<file path="src/rtl/audio_frame_scheduler_if.sv">
// Stereo frame bus between the audio sources, the frame scheduler and the DAC audio core.
// The master side is the scheduler; the slave side is the surrounding source/sink logic.
interface audio_frame_scheduler_if #(
    parameter int DATA_W = 16
);
    logic [DATA_W-1:0] src0_data;
    logic              src0_valid;
    logic              src0_ready;
    logic [DATA_W-1:0] src1_data;
    logic              src1_valid;
    logic              src1_ready;
    logic [DATA_W-1:0] left_data;
    logic [DATA_W-1:0] right_data;
    logic              out_valid;
    logic              out_ready;

    modport master (
        input  src0_data,
        input  src0_valid,
        output src0_ready,
        input  src1_data,
        input  src1_valid,
        output src1_ready,
        output left_data,
        output right_data,
        output out_valid,
        input  out_ready
    );

    modport slave (
        output src0_data,
        output src0_valid,
        input  src0_ready,
        output src1_data,
        output src1_valid,
        input  src1_ready,
        input  left_data,
        input  right_data,
        input  out_valid,
        output out_ready
    );
endinterface

</file>
<file path="src/rtl/audio_frame_scheduler.sv">
// Sample-rate scheduler: once per sample period fetches the selected source samples and
// presents one stereo frame to the DAC core, counting source underruns and sink overruns.
module audio_frame_scheduler #(
    parameter int DATA_W   = 16,
    parameter int TICK_DIV = 1042,
    parameter int CNT_W    = 8
) (
    input  logic                      clk,
    input  logic                      reset,
    input  logic                      enable,
    input  logic [1:0]                mode,
    audio_frame_scheduler_if.master   audio,
    output logic                      tick,
    output logic [CNT_W-1:0]          underrun_count,
    output logic [CNT_W-1:0]          overrun_count
);
    localparam int               DIV_W     = (TICK_DIV > 1) ? $clog2(TICK_DIV) : 1;
    localparam logic [DIV_W-1:0] TICK_LAST = DIV_W'(TICK_DIV - 1);

    typedef enum logic [1:0] {
        IDLE,
        FETCH,
        SEND
    } state_t;

    state_t            state;
    logic [DIV_W-1:0]  div_cnt;
    logic [1:0]        mode_q;
    logic              got0;
    logic              got1;
    logic [DATA_W-1:0] left_q;
    logic [DATA_W-1:0] right_q;
    logic              out_valid_q;

    logic need0;
    logic need1;
    logic ready0;
    logic ready1;
    logic take0;
    logic take1;
    logic frame_done;
    logic underrun_evt;
    logic overrun_evt;

    // Sample-period divider, free running whenever out of reset.
    always_ff @(posedge clk or posedge reset) begin
        if (reset) begin
            div_cnt <= '0;
        end else if (tick) begin
            div_cnt <= '0;
        end else begin
            div_cnt <= div_cnt + DIV_W'(1);
        end
    end

    assign tick = (div_cnt == TICK_LAST);

    assign need0 = (mode_q == 2'b00) || (mode_q == 2'b10);
    assign need1 = (mode_q == 2'b01) || (mode_q == 2'b10);

    assign ready0 = (state == FETCH) && need0 && !got0;
    assign ready1 = (state == FETCH) && need1 && !got1;
    assign take0  = ready0 && audio.src0_valid;
    assign take1  = ready1 && audio.src1_valid;

    // True when every needed channel is captured once this edge's transfers land.
    assign frame_done = (got0 || take0 || !need0) && (got1 || take1 || !need1);

    assign underrun_evt = (state == FETCH) && tick && !frame_done;
    assign overrun_evt  = (state == SEND) && tick;

    // Channel registers are zeroed at frame start, so an underrun leaves missing channels at 0.
    always_ff @(posedge clk or posedge reset) begin
        if (reset) begin
            state       <= IDLE;
            mode_q      <= '0;
            got0        <= 1'b0;
            got1        <= 1'b0;
            left_q      <= '0;
            right_q     <= '0;
            out_valid_q <= 1'b0;
        end else begin
            case (state)
                IDLE: begin
                    if (tick && enable) begin
                        mode_q  <= mode;
                        got0    <= 1'b0;
                        got1    <= 1'b0;
                        left_q  <= '0;
                        right_q <= '0;
                        if (mode == 2'b11) begin
                            state       <= SEND;
                            out_valid_q <= 1'b1;
                        end else begin
                            state <= FETCH;
                        end
                    end
                end
                FETCH: begin
                    if (take0) begin
                        got0   <= 1'b1;
                        left_q <= audio.src0_data;
                        if (mode_q != 2'b10) begin
                            right_q <= audio.src0_data;
                        end
                    end
                    if (take1) begin
                        got1    <= 1'b1;
                        right_q <= audio.src1_data;
                        if (mode_q != 2'b10) begin
                            left_q <= audio.src1_data;
                        end
                    end
                    if (frame_done || tick) begin
                        state       <= SEND;
                        out_valid_q <= 1'b1;
                    end
                end
                SEND: begin
                    if (audio.out_ready) begin
                        state       <= IDLE;
                        out_valid_q <= 1'b0;
                    end
                end
                default: begin
                    state       <= IDLE;
                    out_valid_q <= 1'b0;
                end
            endcase
        end
    end

    always_ff @(posedge clk or posedge reset) begin
        if (reset) begin
            underrun_count <= '0;
            overrun_count  <= '0;
        end else begin
            if (underrun_evt && (underrun_count != '1)) begin
                underrun_count <= underrun_count + CNT_W'(1);
            end
            if (overrun_evt && (overrun_count != '1)) begin
                overrun_count <= overrun_count + CNT_W'(1);
            end
        end
    end

    assign audio.src0_ready = ready0;
    assign audio.src1_ready = ready1;
    assign audio.left_data  = left_q;
    assign audio.right_data = right_q;
    assign audio.out_valid  = out_valid_q;
endmodule

</file>
<file path="src/flat_wrapper.sv">
// flat-port wrapper written by rule: the top's interface ports become plain ports
module audio_frame_scheduler_flat 
#(
    parameter int DATA_W   = 16,
    parameter int TICK_DIV = 1042,
    parameter int CNT_W    = 8
)
  (clk, reset, enable, mode, tick, underrun_count, overrun_count, audio_src0_data, audio_src0_valid, audio_src0_ready, audio_src1_data, audio_src1_valid, audio_src1_ready, audio_left_data, audio_right_data, audio_out_valid, audio_out_ready);
  audio_frame_scheduler_if #(.DATA_W(DATA_W)) audio_i ();
  input  logic clk;
  input  logic reset;
  input  logic enable;
  input  logic [1:0] mode;
  output logic tick;
  output logic [CNT_W-1:0] underrun_count;
  output logic [CNT_W-1:0] overrun_count;
  input wire logic [$bits(audio_i.src0_data)-1:0] audio_src0_data;
  input wire logic [$bits(audio_i.src0_valid)-1:0] audio_src0_valid;
  output wire logic [$bits(audio_i.src0_ready)-1:0] audio_src0_ready;
  input wire logic [$bits(audio_i.src1_data)-1:0] audio_src1_data;
  input wire logic [$bits(audio_i.src1_valid)-1:0] audio_src1_valid;
  output wire logic [$bits(audio_i.src1_ready)-1:0] audio_src1_ready;
  output wire logic [$bits(audio_i.left_data)-1:0] audio_left_data;
  output wire logic [$bits(audio_i.right_data)-1:0] audio_right_data;
  output wire logic [$bits(audio_i.out_valid)-1:0] audio_out_valid;
  input wire logic [$bits(audio_i.out_ready)-1:0] audio_out_ready;
  assign audio_i.src0_data = audio_src0_data;
  assign audio_i.src0_valid = audio_src0_valid;
  assign audio_src0_ready = audio_i.src0_ready;
  assign audio_i.src1_data = audio_src1_data;
  assign audio_i.src1_valid = audio_src1_valid;
  assign audio_src1_ready = audio_i.src1_ready;
  assign audio_left_data = audio_i.left_data;
  assign audio_right_data = audio_i.right_data;
  assign audio_out_valid = audio_i.out_valid;
  assign audio_i.out_ready = audio_out_ready;
  audio_frame_scheduler #(.DATA_W(DATA_W), .TICK_DIV(TICK_DIV), .CNT_W(CNT_W)) u_core (.clk(clk), .reset(reset), .enable(enable), .mode(mode), .audio(audio_i), .tick(tick), .underrun_count(underrun_count), .overrun_count(overrun_count));
endmodule
</file>
<file path="config.mk">
export PLATFORM = sky130hd
export DESIGN_NAME = audio_frame_scheduler_flat
export DESIGN_NICKNAME = d
export VERILOG_FILES = /design/src/rtl/audio_frame_scheduler_if.sv /design/src/rtl/audio_frame_scheduler.sv /design/src/flat_wrapper.sv
export SDC_FILE = /design/constraint.sdc
export NUM_CORES = 1
export LEC_CHECK = 0
export CORE_UTILIZATION = 45
export DETAILED_ROUTE_END_ITERATION = 16
export HOLD_SLACK_MARGIN = 0.06
export PLACE_DENSITY = 0.77
export SLEW_MARGIN = 20
export SYNTH_ARGS = -nofsm -noshare
export SYNTH_HDL_FRONTEND = slang
export SYNTH_SLANG_ARGS = --single-unit
</file>
<file path="constraint.sdc">
create_clock -name clk -period 2.5 [get_ports clk]
set_input_delay 0.5 -clock clk [delete_from_list [all_inputs] [get_ports clk]]
set_output_delay 0.5 -clock clk [all_outputs]
set_load 0.01 [all_outputs]
</file>
# After elaboration in Yosys (flattened, before gate mapping)
# Cells that the tools add are included.
[word_totals]
word_cells = 90
in_bits = 40
latch_bits = 0
output_inout_bits = 52
mem_bits_ro = 0
ff_bits = 66
memories = 0
ramBits = 0
[op_classes]
magnitude_cmp = 0
addsub = 3
n_shift = 0
multipliers = 0
bitwise_logic = 0
mux = 25
div = 0
reduce_logical = 35
n_eq_ne = 17
[op_table]
columns = ["operator", "count"]
rows = [
  ["2-to-1 mux 16 bit", 7],
  ["one-hot mux 16 bit (2 select lines)", 2],
  ["adder 8 x 1 -> 8 bit, second input constant", 2],
  ["!= test 8 bit, second input constant", 2],
  ["logical AND 1 bit", 13],
  ["adder 11 x 1 -> 11 bit, second input constant", 1],
  ["equality test 11 bit, second input constant", 1],
  ["2-to-1 mux 11 bit", 1],
  ["AND reduction 3 bit", 3],
  ["2-to-1 mux 2 bit", 4],
  ["!= test 2 x 1 -> 1 bit, second input constant", 4],
  ["AND reduction 4 bit", 2],
  ["logical OR 1 bit", 7],
  ["2-to-1 mux 1 bit", 7],
  ["equality test 2 bit, second input constant", 3],
  ["!= test 2 bit, second input constant", 3],
  ["one-hot mux 2 bit (3 select lines)", 1],
  ["logical NOT 1 bit", 5],
  ["equality test 2 x 1 -> 1 bit, second input constant", 2],
  ["logical NOT 2 bit", 2],
  ["one-hot mux 1 bit (2 select lines)", 2],
  ["AND reduction 2 bit", 2],
  ["!= test 3 x 1 -> 1 bit, second input constant", 1],
  ["!= test 3 x 2 -> 1 bit, second input constant", 1],
  ["2 further kinds", 2],
]

# Depth between registers and ports, before layout
[depth]
ltp_word = 11
depth_mapped = 8
ltp_nobuf = 7

# Worst setup path after synthesis
# Ideal clock, no wire load.
[synth_timing]
path_type = "reg-to-reg"
startpoint = "register u_core.div_cnt[1]"
endpoint = "register u_core.right_q[0], in the netlist u_core.audio.right_data[0]"
setup_ps = 125
slack_ps = 54
arrival_time_ps = 2321
path_buffers = 1
required_ps = 2375
path_stages_with_launch = 8
synth_period_minus_slack_ps = 2446
cell_sequence = "dfrtp_1 inv_1 ha_1 or4bb_1 or4_4 a22oi_4 buf_12 mux2_4"
[synth_via]
elab_chain_len = 4
[synth_lines]
columns = ["element", "line_no", "text"]
rows = [
  ["start, declared", "audio_frame_scheduler.sv:27", "logic [DIV_W-1:0] div_cnt;"],
  ["start signal, assigned", "audio_frame_scheduler.sv:52", "div_cnt <= div_cnt + DIV_W'(1);"],
  ["equality test 11 bit", "audio_frame_scheduler.sv:56", "assign tick = (div_cnt == TICK_LAST);"],
  ["logical AND 1 bit", "audio_frame_scheduler.sv:85", "if (tick && enable) begin"],
  ["!= test 2 x 1 -> 1 bit (no line)", "--", ""],
  ["AND reduction 4 bit (no line)", "--", ""],
  ["end signal, assigned", "audio_frame_scheduler.sv:104", "right_q <= audio.src0_data;"],
  ["end signal, assigned", "audio_frame_scheduler.sv:109", "right_q <= audio.src1_data;"],
  ["end, declared", "audio_frame_scheduler.sv:32", "logic [DATA_W-1:0] right_q;"],
]
# No other way between the ends.
# A chain may end at the register's enable or synchronous reset.

# Worst setup path after layout
[layout_timing]
startpoint = "register u_core.div_cnt[1]"
endpoint = "register u_core.right_q[13], in the netlist u_core.audio.right_data[13]"
# Same word-level chain as after synthesis.

==> metrics.md <==
| Metric | Value |
|---|---|
| Outcome | `finished, final reports clean` |
| CTS root buf | `clkbuf_8` |
| Crit end category | `flip-flop` |
| Post-route insts no fill | `between 500 and 600` |
| Worst-skew pair later-pin latency | `330 ps` |
| Top cells by area, synth | `dfrtp_1, a32o_1, mux2_4` |
| IO Pins | `between 90 and 100` |
| Drt pass-1 iters | `4` |
| TritonCTS clock tree | `yes` |
| Rel. slew slack | `between 70% and 80%` |
| Total Routing Usage GR | `24.7%` |
| Maxcap violations | `0` |
| Routed length per placed instance | `around 17 um` |
| # hold bufs at CTS | `0` |
| Synth Area in Compound Gates | `between 10% and 20%` |
| Post-synthesis instance total | `approximately 360` |
| Largest family of logic cells by synthesized area | `simple AND/OR/NAND/NOR gates` |
| Min cycle time layout | `about 2500 ps` |
| PwrDens | `roughly 760 nW/um^2` |
| Final Cell Area | `~5000 sq um` |
| Critical path required time | `2720 ps` |
| Post-Synth Simple-Gate Area | `between 20 and 25%` |
| RD Place Congestion | `slightly above 0.8` |
| Clock Tree Buf Depth | `2` |
| Setup repair after global routing missed its margin | `yes` |
| Ys Warns | `0` |
| Area share of fa/ha/maj cells after synthesis | `around 2.1%` |
| Total gr overflow | `0` |
| Final Hold Vio Count | `0` |
| CTS clk-pin slew, worst paths | `roughly 70 ps` |
| HP Class | `flip-flop to flip-flop` |
| Buffers on Ports | `91` |
| Worst IR Drop VDD | `about 0.00040 V` |
| Die area | `8450 sq um` |
| Hold depth | `1` |
| First-pass GRT wire length | `~16,000 um` |
| Synth unique cells | `43` |
| Fin. max-slew vios | `0` |
| Worst-Margin Slew | `367 ps` |
| Number of flops mapped to enable cells by yosys | `0` |
| Async SR Flop Fraction | `100%` |
| FP Rows | `32` |
| Die X | `just over 90 um` |
| Max Clock Skew | `3.70 ps` |
| Primary FF master, synth | `dfrtp_1` |
| Antenna Nets Post-Route | `0` |
| Sequential share of the synthesized area | `a little under half` |
| Max Fclk | `between 400 and 500 MHz` |
| Filler cell count | `around 640` |
| Core Area | `around 8000 sq um` |
| Vias per cell | `just under 6` |
| Pwr Total | `between 0.003 and 0.004 W` |
| DRC viols | `0` |
| DR vias | `about 3,300` |
| Vias in the first global route | `between 3,000 and 4,000` |
| Top-area cell type share of the netlist area | `45.4%` |
| Die Ht | `between 90 and 100 um` |
| Count leader, synth | `dfrtp_1` |
| Final core utilization | `65.0%` |
| Initial antenna violation count | `0` |
| Crit start category | `flip-flop` |
| Clk sinks | `66` |
| Yosys reg bits | `66` |
| Final Cycle Share | `99.7%` |
| Layout cell share with drive strength beyond 1 | `between 15 and 20%` |
| Placed Area | `4860 sq um` |
| Final setup vio count | `0` |
| Hold_ws | `493 ps` |
| HPWL Detailed | `about 6700 um` |
| Mapped cell area | `about 3600 sq um` |
| DP Cell Count | `557` |
| Leading area contributor after synthesis | `dfrtp_1` |
| Pin count of the biggest net entering global routing | `67` |
| Post-Syn Nets | `around 400` |
| Mux cell area share after synthesis | `under 10%` |
| Post-synthesis xor/xnor area fraction | `~5.3%` |
| DRT iter0 DRCs | `~120` |
| Total CTS buffers | `9` |
| Synth Area per Inst | `10.2 sq um` |
| Most frequent cells after synthesis | `dfrtp_1, nand2_1, nand3_1` |
| Final wirelength | `a little under 10,000 um` |
| Lkg Pwr | `2.32 nW` |
| CP arrival | `2720 ps` |
| Initial Util | `roughly 47%` |
| Critical path type | `flip-flop to flip-flop` |
| R2R cell count | `8` |
| Critical path fanouts, max | `16` |
| Layout Area Growth over Synthesis | `38.6%` |
| Antenna Cells | `0` |
| Final net count | `roughly 510` |
| H-tree depth | `3` |
==> routing by layer <==
metal / GRT usage [%] / vias to the layer above / routed length, um
li1: - / 1530 / -
met3: 4.39 / 18 / 668
met1: 32.7 / 1616 / 4240
met2: 39.3 / 132 / 4740
met4: 11.5 / 0 / 215
met5: 0 / - / 0
==> cell usage in the layout, fill, tap and decap left out, types with 2 or more instances in the layout <==
master | synthesis | routed
a211o_1 | 17 | 17
a21o_1 | 2 | 2
a22o_1 | 2 | 2
a32o_1 | 16 | 16
and2_1 | 3 | 3
and3_1 | 9 | 9
buf_12 | 1 | 3
buf_4 | 0 | 30
clkbuf_8 | 0 | 12
clkdlybuf4s50_1 | 0 | 88
dfrtp_1 | 66 | 66
ha_1 | 6 | 6
inv_1 | 7 | 6
mux2_1 | 2 | 2
mux2_2 | 9 | 9
mux2_4 | 10 | 10
nand2_1 | 36 | 36
nand2b_1 | 21 | 21
nand3_1 | 27 | 27
nand4_1 | 6 | 6
nor2_1 | 11 | 11
nor3_1 | 3 | 3
nor4_1 | 22 | 21
nor4b_1 | 2 | 2
o21ai_0 | 16 | 16
or3_4 | 1 | 2
or4_4 | 2 | 2
xnor2_1 | 10 | 10
xor2_1 | 12 | 12
==> power by group <==
part | total [W] | switching, W | internal, W
Combinational | 0.00154 | 0.000644 | 0.000893
Sequential | 0.00152 | 0.000204 | 0.00132
Clock | 0.000798 | 0.000378 | 0.000420
Total | 0.00386 | 0.00123 | 0.00263
==> cells by family (layout without fill, tap and decap cells) <==
family,count (synthesis),count (layout)
AO/OA/AOI/OAI,60,60
XOR/XNOR,22,22
adder cells (fa/ha/maj),6,6
buffers and inverters,33,144
flip-flops,66,66
multiplexers,21,21
AND/OR/NAND/NOR,149,149
==> worst max-delay path, stage by stage, from the launching register on <==
cell and delay (ps):
dfrtp_1 370, inv_1 50, ha_1 130, or4bb_1 410, buf_4 160, or4_4 510
a22oi_4 200, buf_12 190, mux2_2 350
==> registers in the layout, indices dropped and copies added (netlist names) <==
| register | flops |
|---|---|
| u_core.audio.left_data | 16 |
| u_core.audio.out_valid | 1 |
| u_core.audio.right_data | 16 |
| u_core.div_cnt | 11 |
| u_core.got0 | 1 |
| u_core.got1 | 1 |
| u_core.mode_q | 2 |
| u_core.overrun_count | 8 |
| u_core.state | 2 |
| u_core.underrun_count | 8 |
==> final cells by class <==
type,instances,area [sq um],area share [%]
timing repair buffer,124,1200,23.7
multi-input combinational,258,1870,37.1
sequential,66,1650,32.7
clock buffer,12,165,3.27
inverter,8,30.0,0.595
tap,102,128,2.53
==> timing repair <==
action | CTS | global route
gates resized for setup | 4 | 2
endpoints found under the setup margin | 2 | 19
setup buffers | 1 | 0
pin swaps | 2 | 0
==> worst paths after layout <==
path | from | slack [ps] | to
max | u_core.div_cnt[1]$_DFF_PP0_ | 7 | u_core.audio.right_data[13]$_DFFE_PP0P_
min | u_core.underrun_count[5]$_DFFE_PP0P_ | 490 | u_core.underrun_count[5]$_DFFE_PP0P_
max reg2reg | u_core.div_cnt[1]$_DFF_PP0_ | 7 | u_core.audio.right_data[13]$_DFFE_PP0P_
min reg2reg | u_core.underrun_count[5]$_DFFE_PP0P_ | 490 | u_core.underrun_count[5]$_DFFE_PP0P_
max in group asynchronous | reset | 1640 | u_core.audio.right_data[4]$_DFFE_PP0P_
min in group asynchronous | reset | 560 | u_core.audio.right_data[6]$_DFFE_PP0P_
==> per-stage QoR <==
step / TNS, ps / setup WS (ps)
3_3_place_gp: 0 / 46.9
6_report: 0 / 7.32
3_5_place_dp: -15.1 / -15.1
2_1_floorplan: 0 / 54.4
5_1_grt: -1210 / -103
4_1_cts: 0 / 4.57
(Power assumes the default switching activity.)
